`src/rtl/watch_pkg.sv`:
```
// Shared watch definitions: alarm FSM state encoding and time-field limits.
package watch_pkg;

  typedef enum logic [1:0] {
    ST_OFF,
    ST_ARMED,
    ST_RINGING,
    ST_SNOOZE
  } alarm_state_e;

  localparam logic [7:0] SEC_MAX  = 8'd59;
  localparam logic [7:0] MIN_MAX  = 8'd59;
  localparam logic [7:0] HOUR_MAX = 8'd23;

endpackage

```
`src/rtl/alarm_match.sv`:
```
// Alarm time comparator with registered match and rising-edge trigger.
// Also usable for an hourly chime by tying the minute compare inputs.
module alarm_match
  import watch_pkg::*;
(
  input  logic       clock,
  input  logic       reset,
  input  logic [7:0] cur_second,
  input  logic [7:0] cur_minute,
  input  logic [7:0] cur_hour,
  input  logic [7:0] alm_minute,
  input  logic [7:0] alm_hour,
  output logic       match,
  output logic       trigger
);

  logic match_d;

  assign match   = (cur_hour == alm_hour) && (cur_minute == alm_minute) && (cur_second == 8'd0);
  // One trigger per alarm minute no matter how long the match holds.
  assign trigger = match && !match_d;

  always_ff @(posedge clock) begin
    if (reset) begin
      match_d <= 1'b0;
    end else begin
      match_d <= match;
    end
  end

endmodule

```
`src/rtl/alarm_ctrl.sv`:
```
// Alarm sequencer: arm/disarm, bounded ring with beep pattern, stop and snooze.
// Optional snooze support is enabled by defining ALARM_SNOOZE_EN.
module alarm_ctrl
  import watch_pkg::*;
#(
  parameter int unsigned RING_SECONDS   = 60,
  parameter int unsigned SNOOZE_SECONDS = 300
) (
  input  logic       clock,
  input  logic       reset,
  input  logic       tick_sec,
  input  logic       alarm_toggle,
  input  logic       stop,
  input  logic       snooze,
  input  logic [7:0] cur_second,
  input  logic [7:0] cur_minute,
  input  logic [7:0] cur_hour,
  input  logic [7:0] alm_minute,
  input  logic [7:0] alm_hour,
  output logic       alarm_on,
  output logic       ringing,
  output logic       snoozing,
  output logic       buzzer
);

  localparam int unsigned RW = $clog2(RING_SECONDS + 1);

  alarm_state_e  state;
  logic [RW-1:0] ring_cnt;
  logic          alarm_on_q;
  logic          ringing_q;
  logic          buzzer_q;
  logic          match;
  logic          trigger;

  alarm_match u_match (
    .clock      (clock),
    .reset      (reset),
    .cur_second (cur_second),
    .cur_minute (cur_minute),
    .cur_hour   (cur_hour),
    .alm_minute (alm_minute),
    .alm_hour   (alm_hour),
    .match      (match),
    .trigger    (trigger)
  );

`ifdef ALARM_SNOOZE_EN
  localparam int unsigned SW = $clog2(SNOOZE_SECONDS + 1);
  logic [SW-1:0] snooze_cnt;
  logic          snoozing_q;
`endif

  always_ff @(posedge clock) begin
    if (reset) begin
      state      <= ST_OFF;
      ring_cnt   <= '0;
      alarm_on_q <= 1'b0;
      ringing_q  <= 1'b0;
      buzzer_q   <= 1'b0;
`ifdef ALARM_SNOOZE_EN
      snooze_cnt <= '0;
      snoozing_q <= 1'b0;
`endif
    end else begin
      case (state)
        ST_OFF: begin
          if (alarm_toggle) begin
            state      <= ST_ARMED;
            alarm_on_q <= 1'b1;
          end
        end
        ST_ARMED: begin
          if (alarm_toggle) begin
            state      <= ST_OFF;
            alarm_on_q <= 1'b0;
          end else if (trigger) begin
            state     <= ST_RINGING;
            ring_cnt  <= '0;
            ringing_q <= 1'b1;
            buzzer_q  <= 1'b1;
          end
        end
        ST_RINGING: begin
          if (alarm_toggle) begin
            state      <= ST_OFF;
            alarm_on_q <= 1'b0;
            ringing_q  <= 1'b0;
            buzzer_q   <= 1'b0;
          end else if (stop) begin
            state     <= ST_ARMED;
            ringing_q <= 1'b0;
            buzzer_q  <= 1'b0;
          end else if (snooze) begin
            ringing_q <= 1'b0;
            buzzer_q  <= 1'b0;
`ifdef ALARM_SNOOZE_EN
            state      <= ST_SNOOZE;
            snooze_cnt <= '0;
            snoozing_q <= 1'b1;
`else
            state      <= ST_ARMED;
`endif
          end else if (tick_sec) begin
            if (ring_cnt == RW'(RING_SECONDS - 1)) begin
              state     <= ST_ARMED;
              ringing_q <= 1'b0;
              buzzer_q  <= 1'b0;
            end else begin
              ring_cnt <= ring_cnt + 1'b1;
              buzzer_q <= ~buzzer_q;
            end
          end
        end
`ifdef ALARM_SNOOZE_EN
        ST_SNOOZE: begin
          if (alarm_toggle) begin
            state      <= ST_OFF;
            alarm_on_q <= 1'b0;
            snoozing_q <= 1'b0;
          end else if (stop) begin
            state      <= ST_ARMED;
            snoozing_q <= 1'b0;
          end else if (tick_sec) begin
            if (snooze_cnt == SW'(SNOOZE_SECONDS - 1)) begin
              state      <= ST_RINGING;
              ring_cnt   <= '0;
              ringing_q  <= 1'b1;
              buzzer_q   <= 1'b1;
              snoozing_q <= 1'b0;
            end else begin
              snooze_cnt <= snooze_cnt + 1'b1;
            end
          end
        end
`endif
        default: begin
          state      <= ST_OFF;
          alarm_on_q <= 1'b0;
          ringing_q  <= 1'b0;
          buzzer_q   <= 1'b0;
        end
      endcase
    end
  end

  assign alarm_on = alarm_on_q;
  assign ringing  = ringing_q;
  assign buzzer   = buzzer_q;
`ifdef ALARM_SNOOZE_EN
  assign snoozing = snoozing_q;
`else
  assign snoozing = 1'b0;
`endif

endmodule

```
`config.mk`:
```
export PLATFORM = sky130hd
export DESIGN_NAME = alarm_ctrl
export DESIGN_NICKNAME = d
export VERILOG_FILES = /design/src/rtl/watch_pkg.sv /design/src/rtl/alarm_match.sv /design/src/rtl/alarm_ctrl.sv
export SDC_FILE = /design/constraint.sdc
export NUM_CORES = 1
export LEC_CHECK = 0
export CORE_MARGIN = 2
export CORE_UTILIZATION = 39
export DETAILED_ROUTE_END_ITERATION = 12
export PLACE_DENSITY = 0.79
export SLEW_MARGIN = 20
export SYNTH_ARGS = -nofsm -noshare
export SYNTH_HDL_FRONTEND = slang
export SYNTH_SLANG_ARGS = --single-unit
```
`constraint.sdc`:
```
create_clock -name clock -period 3 [get_ports clock]
set_input_delay 0.6 -clock clock [delete_from_list [all_inputs] [get_ports clock]]
set_output_delay 0.6 -clock clock [all_outputs]
set_load 0.05 [all_outputs]
```
==> metrics, run 1 <==
status=completed; Die W=54.0 um; Gate power share=38.7%; largest cells by area after synthesis=dfxtp_1, xnor2_1, ha_1, a21oi_1, inv_1; Post-DRT Antenna Nets=0; P per Cell Area=286 nW/um^2; H-tree depth=1; CTS resizes=0; Setup CP Type=in -> reg; clk buf depth=2; gr ovfl total=0; Setup Skew=0.00470 ns; Critical Path Sink Type=flop; Synth Area per Inst=7.79 um^2; drt initial violations=12; post-detail-place hpwl=2100 um; gr usage total=18.0%; Hold Crit Depth=1; Hold Path Class=reg -> reg; leak pwr=0.000527 uW; number of core rows=18; largest net degree at the start of global routing=16; CTS buffer count=3; 1st-pass router iterations=4; Seq pwr share=38.9%; initial antenna violation count=0; Tcrit/Tclk final=89.6%; critical path's largest stage delay=0.52 ns; clk_lat worst skew=0.27 ns; Worst setup SP type=input pin; worst-margin pin slew=0.487 ns; internal power component=305 uW; Via density=5.49; Core Region=2410 um^2; part of the Yosys area used for sequential elements=24.7%; Synth Instances=125; antenna fix cells=0; die footprint=2910 um^2; YS warnings=0; setup bufs post-CTS=0; Slew HR=66.7%; Final Core Density=62.7%; switching part of the total=29.4%; count leader, synth=dfxtp_1; Unique masters post-synth=42; Pwr Total=432 uW; root buffer cell=clkbuf_4; RSZ-0062 raised after global routing=false; Most used DFF post-synth=dfxtp_1; mapped cell area=973 um^2; GPL Wtd Cong=0.750; cells on worst reg2reg path=8; arrival time at the worst endpoint=2.88 ns; Initial Utilization=40.4%; slowest stage cell on the critical path=or4_4; #FFs+latches synth=12; clk sinks=12; Clock power frac=22.4%; final-report max-slew violation count=0; # fillers=217; IO Pins=50; Post-CTS Hold Buffers=0; layout cell share with drive strength beyond 1=6.90%; Yosys top cell by area=dfxtp_1; Worst Path Max Fanout=5; die span in y=54.0 um; first-pass GRT wire length=3850 um; Total Wirelength=2460 um; Max VDD drop=165 uV; WL/cell=12.1 um; setup violators final=0; setup_tns=0 ns; # Max-Cap Violations=0; number of global-route vias before repair=1011; Worst EP required=3.19 ns; NetSw=127 uW; number of synthesized flops with an enable pin=0; CTS tree=done; Port Buffer Count=48; synth cell count leaders=dfxtp_1, a21oi_1, inv_1; fmax=0.372 GHz; Post-synth ARST share=0%; vias post-DR=1120; Final min period=2.69 ns; Final #Nets=227; top cell type's share of synthesized area=24.7%; Post-Syn Nets=176; crit path cell chain=clkdlybuf4s50_1, nor4_1, nand2_1, or4_4, o31a_1, or4_1, a21oi_1; DR DRC count=0; clock-pin transition on the worst setup and hold timing paths=0.07 ns; Fin. Hold Viols=0; Layout area overhead=55.1%
## power by group through the flow
| stage | logic, uW | registers (uW) | clock network (uW) |
|---|---|---|---|
| floorplan | 73.7 | 178 | 0 |
| global placement | 163 | 172 | 0 |
| detailed placement | 167 | 172 | 0 |
| CTS | 167 | 168 | 99.0 |
| global route | 181 | 169 | 107 |
| finish | 167 | 168 | 96.5 |
## area by class of cell
| type | count | area [um^2] | area share (%) |
|---|---|---|---|
| multi-input combinational | 98 | 669 | 44.3 |
| timing repair buffer | 51 | 503 | 33.3 |
| sequential | 12 | 240 | 15.9 |
| inverter | 10 | 37.5 | 2.49 |
| tap | 30 | 37.5 | 2.49 |
| clock buffer | 3 | 22.5 | 1.49 |
## path summary, 6_finish.rpt
check	to	from	slack (ns)
setup reg to reg	ring_cnt[0]	state[0]	0.66
setup / recovery	state[0]	cur_second[2]	0.31
hold / removal	ring_cnt[5]	ring_cnt[5]	0.44
hold reg to reg	ring_cnt[5]	ring_cnt[5]	0.44
## critical path, delay by kind of cell
| kind | cells | cell delay, ns |
|---|---|---|
| AOI/OAI and AO/OA | 2 | 0.51 |
| buffers and inverters | 1 | 0.40 |
| and+or+nand+nor | 4 | 1.38 |
## logic make-up (layout without fill, tap and decap cells)
| group | count (synthesis) | count (layout) | share of synthesized area [%] |
|---|---|---|---|
| and+or+nand+nor | 50 | 50 | 30.3 |
| AOI/OAI and AO/OA | 32 | 32 | 22.6 |
| buffers and inverters | 15 | 64 | 6.56 |
| DFF | 12 | 12 | 24.7 |
| xor gates and xnor gates | 10 | 10 | 9.00 |
| adders and majority gates | 5 | 5 | 6.43 |
| other | 1 | 1 | 0.385 |
## flip-flops by register name, indices dropped and copies added (netlist names)
name and flops:
alarm_on 1, buzzer 1, ringing 1, state 2, u_match.match_d 1, ring_cnt 6
## layer usage
metal	wire length, um	global-route usage [%]	part of all wire, %
met5	0	0	0
met4	24	8.55	0.98
met3	235	4.44	9.5
met2	1190	33.5	48
met1	1010	18.5	41
## cell usage in the layout, fill, tap and decap left out, types with 4 or more instances in the layout
master,count
nand4_1,4
ha_1,5
inv_1,10
clkdlybuf4s50_1,48
nand2_1,7
nor2_1,8
nor2b_1,4
a21oi_1,10
dfxtp_1,12
o21ai_0,5
xnor2_1,9
nor3_1,4
## through the flow
stage          setup WS [ns]  std cells  hold slack [ns]  area (um^2)
6_report               0.312        204            0.440         1510
5_1_grt                0.203        204            0.481         1510
4_1_cts                0.319        204            0.442         1510
3_5_place_dp          0.0400        201            0.432         1490
3_3_place_gp          0.0885        201            0.435         1490
2_1_floorplan          0.605        125            0.419          973
Note: power is estimated with default switching activity, not from simulation.
==> inputs of run 2 (changes only) <==
--- a/config.mk
+++ b/config.mk
@@ -8,6 +8,7 @@
 export CORE_MARGIN = 2
 export CORE_UTILIZATION = 39
 export DETAILED_ROUTE_END_ITERATION = 12
+export MAX_ROUTING_LAYER = met4
 export PLACE_DENSITY = 0.79
 export SLEW_MARGIN = 20
 export SYNTH_ARGS = -nofsm -noshare
==> constraint.sdc (replaced) <==
create_clock -name clock -period 2.6 [get_ports clock]
set_input_delay 0.52 -clock clock [delete_from_list [all_inputs] [get_ports clock]]
set_output_delay 0.52 -clock clock [all_outputs]
set_load 0.05 [all_outputs]
==> metrics, run 2 (synthesis results as in run 1) <==
clock-pin transition on the worst setup and hold timing paths=0.07 ns (about the same); drt initial violations=28 (+16); vias post-DR=1176 (+5.0%); # fillers=205 (-5.5%); Port Buffer Count=48 (unchanged); IO Pins=50 (unchanged); gr ovfl total=0 (unchanged); Via density=5.50 (about the same); Final Core Density=66.6% (+3.9 points); Reg with most FFs=ring_cnt; # Max-Cap Violations=0 (unchanged); P per Cell Area=332 nW/um^2 (+16%); gr usage total=22.2% (+4.2 points); Final Instance Area=1610 um^2 (+6.3%); setup violators final=0 (unchanged); CTS tree=done; Slew HR=60.4% (-6.3 points); Final min period=2.57 ns; most frequent cells in the layout=clkdlybuf4s50_1, buf_4, dfxtp_1; initial antenna violation count=0 (unchanged); number of core rows=18 (unchanged); worst-margin pin slew=0.592 ns (+0.106 ns); status=completed; Total Wirelength=2870 um (+17%); Cells after DPL=209 (+4.0%); max FFs per register=6 (unchanged); RSZ-0062 raised after global routing=true; Largest regs=ring_cnt: 6 flops, state: 2 flops; die span in y=54.0 um (unchanged); layout cell share with drive strength beyond 1=14.7% (+7.8 points); largest net degree at the start of global routing=16 (unchanged); clk sinks=12 (unchanged); Final #Nets=237 (+4.4%); H-tree depth=1 (unchanged); CTS buffer count=3 (unchanged); Fin. Hold Viols=0 (unchanged); leak pwr=0.000578 uW (+9.6%); fmax=0.389 GHz; DR DRC count=0 (unchanged); Worst EP required=2.80 ns (-0.39 ns); post-route insts no fill=214 (+4.9%); antenna fix cells=0 (unchanged); Post-DP Area=1550 um^2 (+4.0%); most common cell after layout, fill and taps aside=clkdlybuf4s50_1; post-detail-place hpwl=2400 um (+14%); number of global-route vias before repair=1184 (+17%); Tcrit/Tclk final=98.8%; first-pass GRT wire length=4570 um (+19%); Hold Path Class=reg -> reg; Core Region=2410 um^2 (unchanged); 1st-pass router iterations=4 (unchanged); Post-DRT Antenna Nets=0 (unchanged); WL/cell=13.4 um (+11%); Worst Path Max Fanout=4 (-1); Initial Utilization=40.4% (unchanged); GPL Wtd Cong=0.708 (-5.7%); root buffer cell=clkbuf_4; Pwr Total=532 uW (+23%); Layout area overhead=64.9%; Max VDD drop=266 uV (+61%); arrival time at the worst endpoint=2.77 ns (-0.11 ns); Die W=54.0 um (unchanged); clk_lat worst skew=0.28 ns (about the same); final-report max-slew violation count=0 (unchanged); Critical Path Sink Type=flop; clk buf depth=2 (unchanged); die footprint=2910 um^2 (unchanged); Setup Skew=0.00163 ns (-0.00307 ns); Setup CP Type=in -> reg; hold slack=0.454 ns (+0.0141 ns); Worst setup SP type=input pin
## run 2: stage by stage
stage | setup TNS, ns | setup WS (ns)
final | 0 | 0.0305
after global routing | -0.0586 | -0.0302
after CTS | 0 | 0.00896
after global placement | -1.23 | -0.227
after floorplan | 0 | 0.285
after detailed placement | -1.90 | -0.341
## run 2: report_power, final
part           switching, uW  internal, uW  total, uW
logic                   94.2           126        220
clock network           63.5          53.7        117
registers               5.32           189        195
## run 2: critical path, stage by stage
cell             delay, ns
clkdlybuf4s50_1       0.41
nor4_2                0.28
o221ai_1              0.16
or4_4                 0.46
o31a_1                0.32
or4_4                 0.49
a21oi_2               0.13
## run 2: timing repair
| item | 4_1_cts | 5_1_grt |
|---|---|---|
| endpoints found under the hold margin | 0 | 0 |
| pin swaps | 3 | 2 |
| setup buffers | 0 | 2 |
| hold buffers | 0 | 0 |
| gates resized for setup | 5 | 1 |
| endpoints found under the setup margin | 2 | 4 |
## run 2: final timing paths
path,from,to,slack (ns),depth (start not counted)
max,cur_second[1],state[0],0.03,7
min,ring_cnt[5],ring_cnt[5],0.45,1
max reg2reg,state[0],ring_cnt[5],0.22,8
min reg2reg,ring_cnt[5],ring_cnt[5],0.45,1
## run 2: layer usage
metal	vias to the layer above	routed length [um]	global-route usage, %
li1	573	-	-
met1	534	1130	22.6
met2	63	1480	42.1
met3	6	208	2.50
met4	0	49	9.83
met5	-	0	-
## run 2: layout make-up
class / instances / area, um^2 / share of cell area, %
Timing Repair Buffer: 61 / 578 / 36.0
Inverter: 10 / 37.5 / 2.34
Tap cell: 30 / 37.5 / 2.34
Sequential cell: 12 / 240 / 15.0
Multi-Input combinational cell: 98 / 689 / 42.9
Clock buffer: 3 / 22.5 / 1.40
==> RTL edit 1: new RTL, flow settings as in run 2 <==
Change the parameter `RING_SECONDS` from 60 to 120.
--- a/src/rtl/alarm_ctrl.sv
+++ b/src/rtl/alarm_ctrl.sv
@@ -4,5 +4,5 @@
   import watch_pkg::*;
 #(
-  parameter int unsigned RING_SECONDS   = 60,
+  parameter int unsigned RING_SECONDS   = 120,
   parameter int unsigned SNOOZE_SECONDS = 300
 ) (
Behaviour: no difference found for any inputs over 10 cycles, from zero or initial values and one cycle with reset high; that may be too few to reach the edited logic, so the function may still have changed.
==> RTL edit 1 against run 2 <==
  * The run now ends with negative setup slack left
  * Synthesized area grew 5.9%
  * Final area grew 5.5%
  * Global-route usage shrank 1.8 points
  * Utilization grew 1.2 points
  * Setup slack lost 0.047 ns
  * Total power grew 7.4%
  * Wire length grew 9.4%
  * Sequential share of layout area grew 0.40 points
  * Sequential cell count grew 1
  * Critical path type unchanged
  * Critical endpoint is now ring_cnt[3]
==> RTL edit 1: results (changes against run 2) <==
Parameter                              Value

Outcome
  Run status ... finished, violations left (was complete, no violations)
  Failing checks ... negative setup slack

Critical path
  Path depth of the worst reg2reg path ... 7 (was 8)
  R2R setup slack ... 0.19 ns (was 0.22 ns)
  Largest stage delay, worst path ... 0.55 ns (was 0.49 ns)
  R2R Path End ... ring_cnt[3] (was ring_cnt[5])

Clock tree
  Clock transition at the registers of the reported paths ... 0.09 ns (was 0.07 ns)
  # Post-CTS Setup Buffers ... 3 (was 0)

Synth
  Cells after Synth ... 132 (was 125)
  Sequential element share of the synthesized area ... 0.252 (was 0.247)
  Top area cells in the synthesized netlist ... dfxtp_1 25%, xnor2_1 8.5%, a21oi_1 6.3% (was dfxtp_1 25%, xnor2_1 8.1%, ha_1 6.4%)
  Count of distinct cell types in the synthesized netlist ... 40 (was 42)
  Total nets after synthesis ... 183 (was 176)

Cells and area
  Post-Layout Cell Count ... 223 (was 214)
  Layout fillers ... 192 (was 205)
  Share of cells above drive strength 1 ... 0.181 (was 0.147)
  Area of combinational cells with multiple inputs ... 756 um^2 (was 689 um^2)

Drt
  Average detailed-routed wire length per instance ... 14.1 um (was 13.4 um)
  Routed via count divided by cell count ... 5.69 (was 5.50)
  First-iteration detailed-routing DRC count ... 31 (was 28)

Placed design
  Dpl cells ... 214 (was 209)
  Setup Slack @ Placement ... -0.590 ns (was -0.341 ns)

Pwr
  Internal power component ... 0.393 mW (was 0.369 mW)

STA
  Final worst-path setup slack ... -0.0168 ns (was 0.0305 ns)
  Worst slew pin tran ... 0.529 ns (was 0.592 ns)
  Clock skew after layout ... 0.00533 ns (was 0.00163 ns)
  Final-report setup violation count ... 2 (was 0)

Worst hold path
  End of the worst hold path ... ring_cnt[1] (was ring_cnt[5])
  Worst hold start ... ring_cnt[1] (was ring_cnt[5])
  Hold Path Depth ... 2 (was 1)

Global route
  Number of global-route vias before repair ... 1,215 (was 1,184)
  Total global-route track usage ... 0.204 (was 0.222)
  First-pass GRT wire length ... 5020 um (was 4570 um)
RTL edit 1: cell families (layout without fill, tap and decap cells):
logic type               Yosys count  count (layout)  share of synthesized area
AO/OA/AOI/OAI                     37              38                      0.227
buffers and inverters             15              75                     0.0667
other                              1               1                    0.00364
adder cells (fa/ha/maj)            5               5                     0.0607
AND/OR/NAND/NOR                   46              46                      0.261
flip-flops                        13              13                      0.252
XOR/XNOR                          14              14                      0.119
multiplexers                       1               1                    0.00971
RTL edit 1: cell type report:
cell class,instances,area share
well taps,30,0.0222
clock buffers,4,0.0155
multi-input cells,105,0.446
flip-flops and latches,13,0.154
inverters,8,0.0177
repair buffers,63,0.345
RTL edit 1: routing by layer:
metal  vias up  wire, um  share of wire  global-route usage
met1       590      1340           0.43               0.233
li1        617         -              -                   -
met4         0        35          0.011              0.0941
met3         4       202          0.064              0.0258
met5         -         0              0                   -
met2        58      1560           0.50               0.354
RTL edit 1: power groups by stage:
stage	Sequential, mW	Combinational [mW]	Clock [mW]
global placement	0.214	0.203	0
global route	0.211	0.248	0.144
CTS	0.210	0.221	0.132
detailed placement	0.215	0.208	0
floorplan	0.223	0.0960	0
finish	0.210	0.232	0.130
RTL edit 1: worst min-delay path: stages (launching register included):
cell and delay [ns]:
dfxtp_1 0.33, o21ai_0 0.07, a21oi_1 0.06
RTL edit 1: per-stage QoR:
stage,setup TNS [ns],cell area [um^2],hold WS [ns]
2_1_floorplan,-0.971,1040,0.458
3_3_place_gp,-5.15,1600,0.477
3_5_place_dp,-5.73,1600,0.489
4_1_cts,-0.0265,1650,0.501
5_1_grt,-0.293,1690,0.537
6_report,-0.0279,1690,0.503
==> RTL edit 2: new RTL, config.mk and constraints of run 2 <==
Without the edit above. Make the reset (`reset`) asynchronous in 2 clocked blocks.
--- a/src/rtl/alarm_match.sv
+++ b/src/rtl/alarm_match.sv
@@ -21,5 +21,5 @@
   assign trigger = match && !match_d;
 
-  always_ff @(posedge clock) begin
+  always_ff @(posedge clock or posedge reset) begin
     if (reset) begin
       match_d <= 1'b0;
--- a/src/rtl/alarm_ctrl.sv
+++ b/src/rtl/alarm_ctrl.sv
@@ -52,5 +52,5 @@
 `endif
 
-  always_ff @(posedge clock) begin
+  always_ff @(posedge clock or posedge reset) begin
     if (reset) begin
       state      <= ST_OFF;
Behaviour: differs if reset is asserted again (counterexample within 4 cycles, from zero or initial values and one cycle with reset high); with reset held inactive, the same outputs for 10 cycles.
==> RTL edit 2 against run 2 <==
  * Synthesized area is 0.77% higher
  * Total power is 42% higher
  * Synthesized cell count is 13% lower
  * Sequential cell count stayed put
  * Wire length is 18% lower
  * Final area is 3.5% lower
  * Setup slack better by 0.29 ns
  * Via count is 14% lower
  * Critical path type unchanged
  * Largest cell class unchanged
==> RTL edit 2: results (changes against run 2) <==
Parameter                              Value

Synth
  Count leader, synth ... xnor2_1 (was dfxtp_1)
  Top area cells in the synthesized netlist ... dfrtp_1 31%, xnor2_1 13%, ha_1 6.4% (was dfxtp_1 25%, xnor2_1 8.1%, ha_1 6.4%)
  Total nets after synthesis ... 160 (was 176)
  Count of distinct cell types in the synthesized netlist ... 42 (unchanged)
  Sequential element share of the synthesized area ... 0.306 (was 0.247)
  Leading post-synthesis cells by instance count ... 14 x xnor2_1, 12 x dfrtp_1, 9 x inv_1, 7 x o21ai_0 (was 12 x dfxtp_1, 10 x a21oi_1, 10 x inv_1, 9 x xnor2_1, 8 x nor2_1)
  Fraction of registers with async set or reset after synthesis ... 1.00 (was 0)
  Most frequently used flop master after synthesis ... dfrtp_1 (was dfxtp_1)
  Cell type with the highest aggregate area in the netlist ... dfrtp_1 (was dfxtp_1)

Global route
  Global Route met2 Usage ... 0.353 (was 0.421)
  M3 GR Usage ... 0.0417 (was 0.0250)
  First-pass GRT wire length ... 3930 um (was 4570 um)
  GR met1 Demand/Resource ... 0.199 (was 0.226)
  Pin count of the biggest net entering global routing ... 13 (was 16)
  Number of global-route vias before repair ... 984 (was 1,184)
  Total global-route track usage ... 0.190 (was 0.222)

Critical path
  Worst path slowest cell ... or4b_4 (was or4_4)
  Beginning of the worst register-to-register path ... state[0] (unchanged)
  CP arrival ... 2.48 ns (was 2.77 ns)
  R2R Path End ... ring_cnt[3] (was ring_cnt[5])
  Critical path peak fanout ... 5 (was 4)
  R2R setup slack ... 0.37 ns (was 0.22 ns)
  Largest stage delay, worst path ... 0.57 ns (was 0.49 ns)
  Path depth of the worst reg2reg path ... 8 (unchanged)

Worst hold path
  End of the worst hold path ... ring_cnt[4] (was ring_cnt[5])
  Worst hold start ... ring_cnt[4] (was ring_cnt[5])

STA
  Clock skew after layout ... 0.00576 ns (was 0.00163 ns)

Pwr
  P_leak ... 0.617 nW (was 0.578 nW)
  VDD IR max ... 0.411 mV (was 0.266 mV)

Clock tree
  Number of instances resized during post-cts repair ... 0 (was 5)
  Clock latency reported for the late side of the worst-skew pair ... 0.28 ns (about the same)

Drt
  Count of TritonRoute iterations in the first routing pass ... 4 (unchanged)
  Sum of routed wire length over all layers ... 2360 um (was 2870 um)
  Overall via count from detail_route ... 1,009 (was 1,176)

Cells and area
  Largest registers in the final layout ... ring_cnt x6, state x2 (unchanged)
  Final net count ... 214 (was 237)
  Area of combinational cells with multiple inputs ... 631 um^2 (was 689 um^2)
  Share of cells above drive strength 1 ... 0.0988 (was 0.147)

Placed design
  Detailed placement HPWL ... 2060 um (was 2400 um)
  Routability-driven placement congestion ratio ... 0.810 (was 0.708)
  Area post-placement ... 1510 um^2 (was 1550 um^2)

Outcome
  Run status ... complete, no violations (unchanged)
RTL edit 2: report_power, final:
group	switching, mW	internal [mW]	total [mW]
Sequential	0.0146	0.208	0.223
Combinational	0.206	0.179	0.385
Clock	0.0646	0.0852	0.150
Total	0.285	0.472	0.758
RTL edit 2: critical path: cells and delay by family:
kind / cells / cell delay, ns
and+or+nand+nor: 4 / 1.22
AOI/OAI and AO/OA: 2 / 0.34
buffers and inverters: 1 / 0.40
RTL edit 2: final cells by class:
type	instances	share of cell area
Multi-Input combinational cell	85	0.407
Timing Repair Buffer	52	0.330
Tap cell	30	0.0242
Sequential cell	12	0.194
Clock buffer	4	0.0234
Inverter	9	0.0218
RTL edit 2: worst max path at each step:
stage / startpoint / endpoint / depth (start not counted)
finish: snooze / ring_cnt[3] / 7
global route: state[0] / ring_cnt[3] / 8
CTS: snooze / ring_cnt[3] / 7
detailed placement: snooze / ring_cnt[3] / 7
global placement: snooze / ring_cnt[3] / 7
floorplan: state[0] / ring_cnt[3] / 8
RTL edit 2: logic make-up after synthesis:
logic type	count (synthesis)	synth area share
and+or+nand+nor	32	0.191
buffers and inverters	12	0.0510
DFF	12	0.306
muxes	2	0.0217
AOI/OAI and AO/OA	29	0.219
adders and majority gates	5	0.0638
xor gates and xnor gates	16	0.143
other	1	0.00382
RTL edit 2: layer usage:
metal / vias to the layer above / part of all wire
met4: 0 / 0.0097
met3: 2 / 0.063
met2: 39 / 0.54
li1: 500 / -
met1: 468 / 0.38
met5: - / 0
RTL edit 2: through the flow:
stage / hold WS [ns] / setup WS [ns] / total power, mW / std cells
6_report: 0.496 / 0.317 / 0.758 / 192
5_1_grt: 0.517 / 0.220 / 0.820 / 192
4_1_cts: 0.500 / 0.308 / 0.765 / 192
3_5_place_dp: 0.489 / 0.0359 / 0.610 / 188
3_3_place_gp: 0.487 / 0.0781 / 0.603 / 188
2_1_floorplan: 0.385 / 0.389 / 0.463 / 109
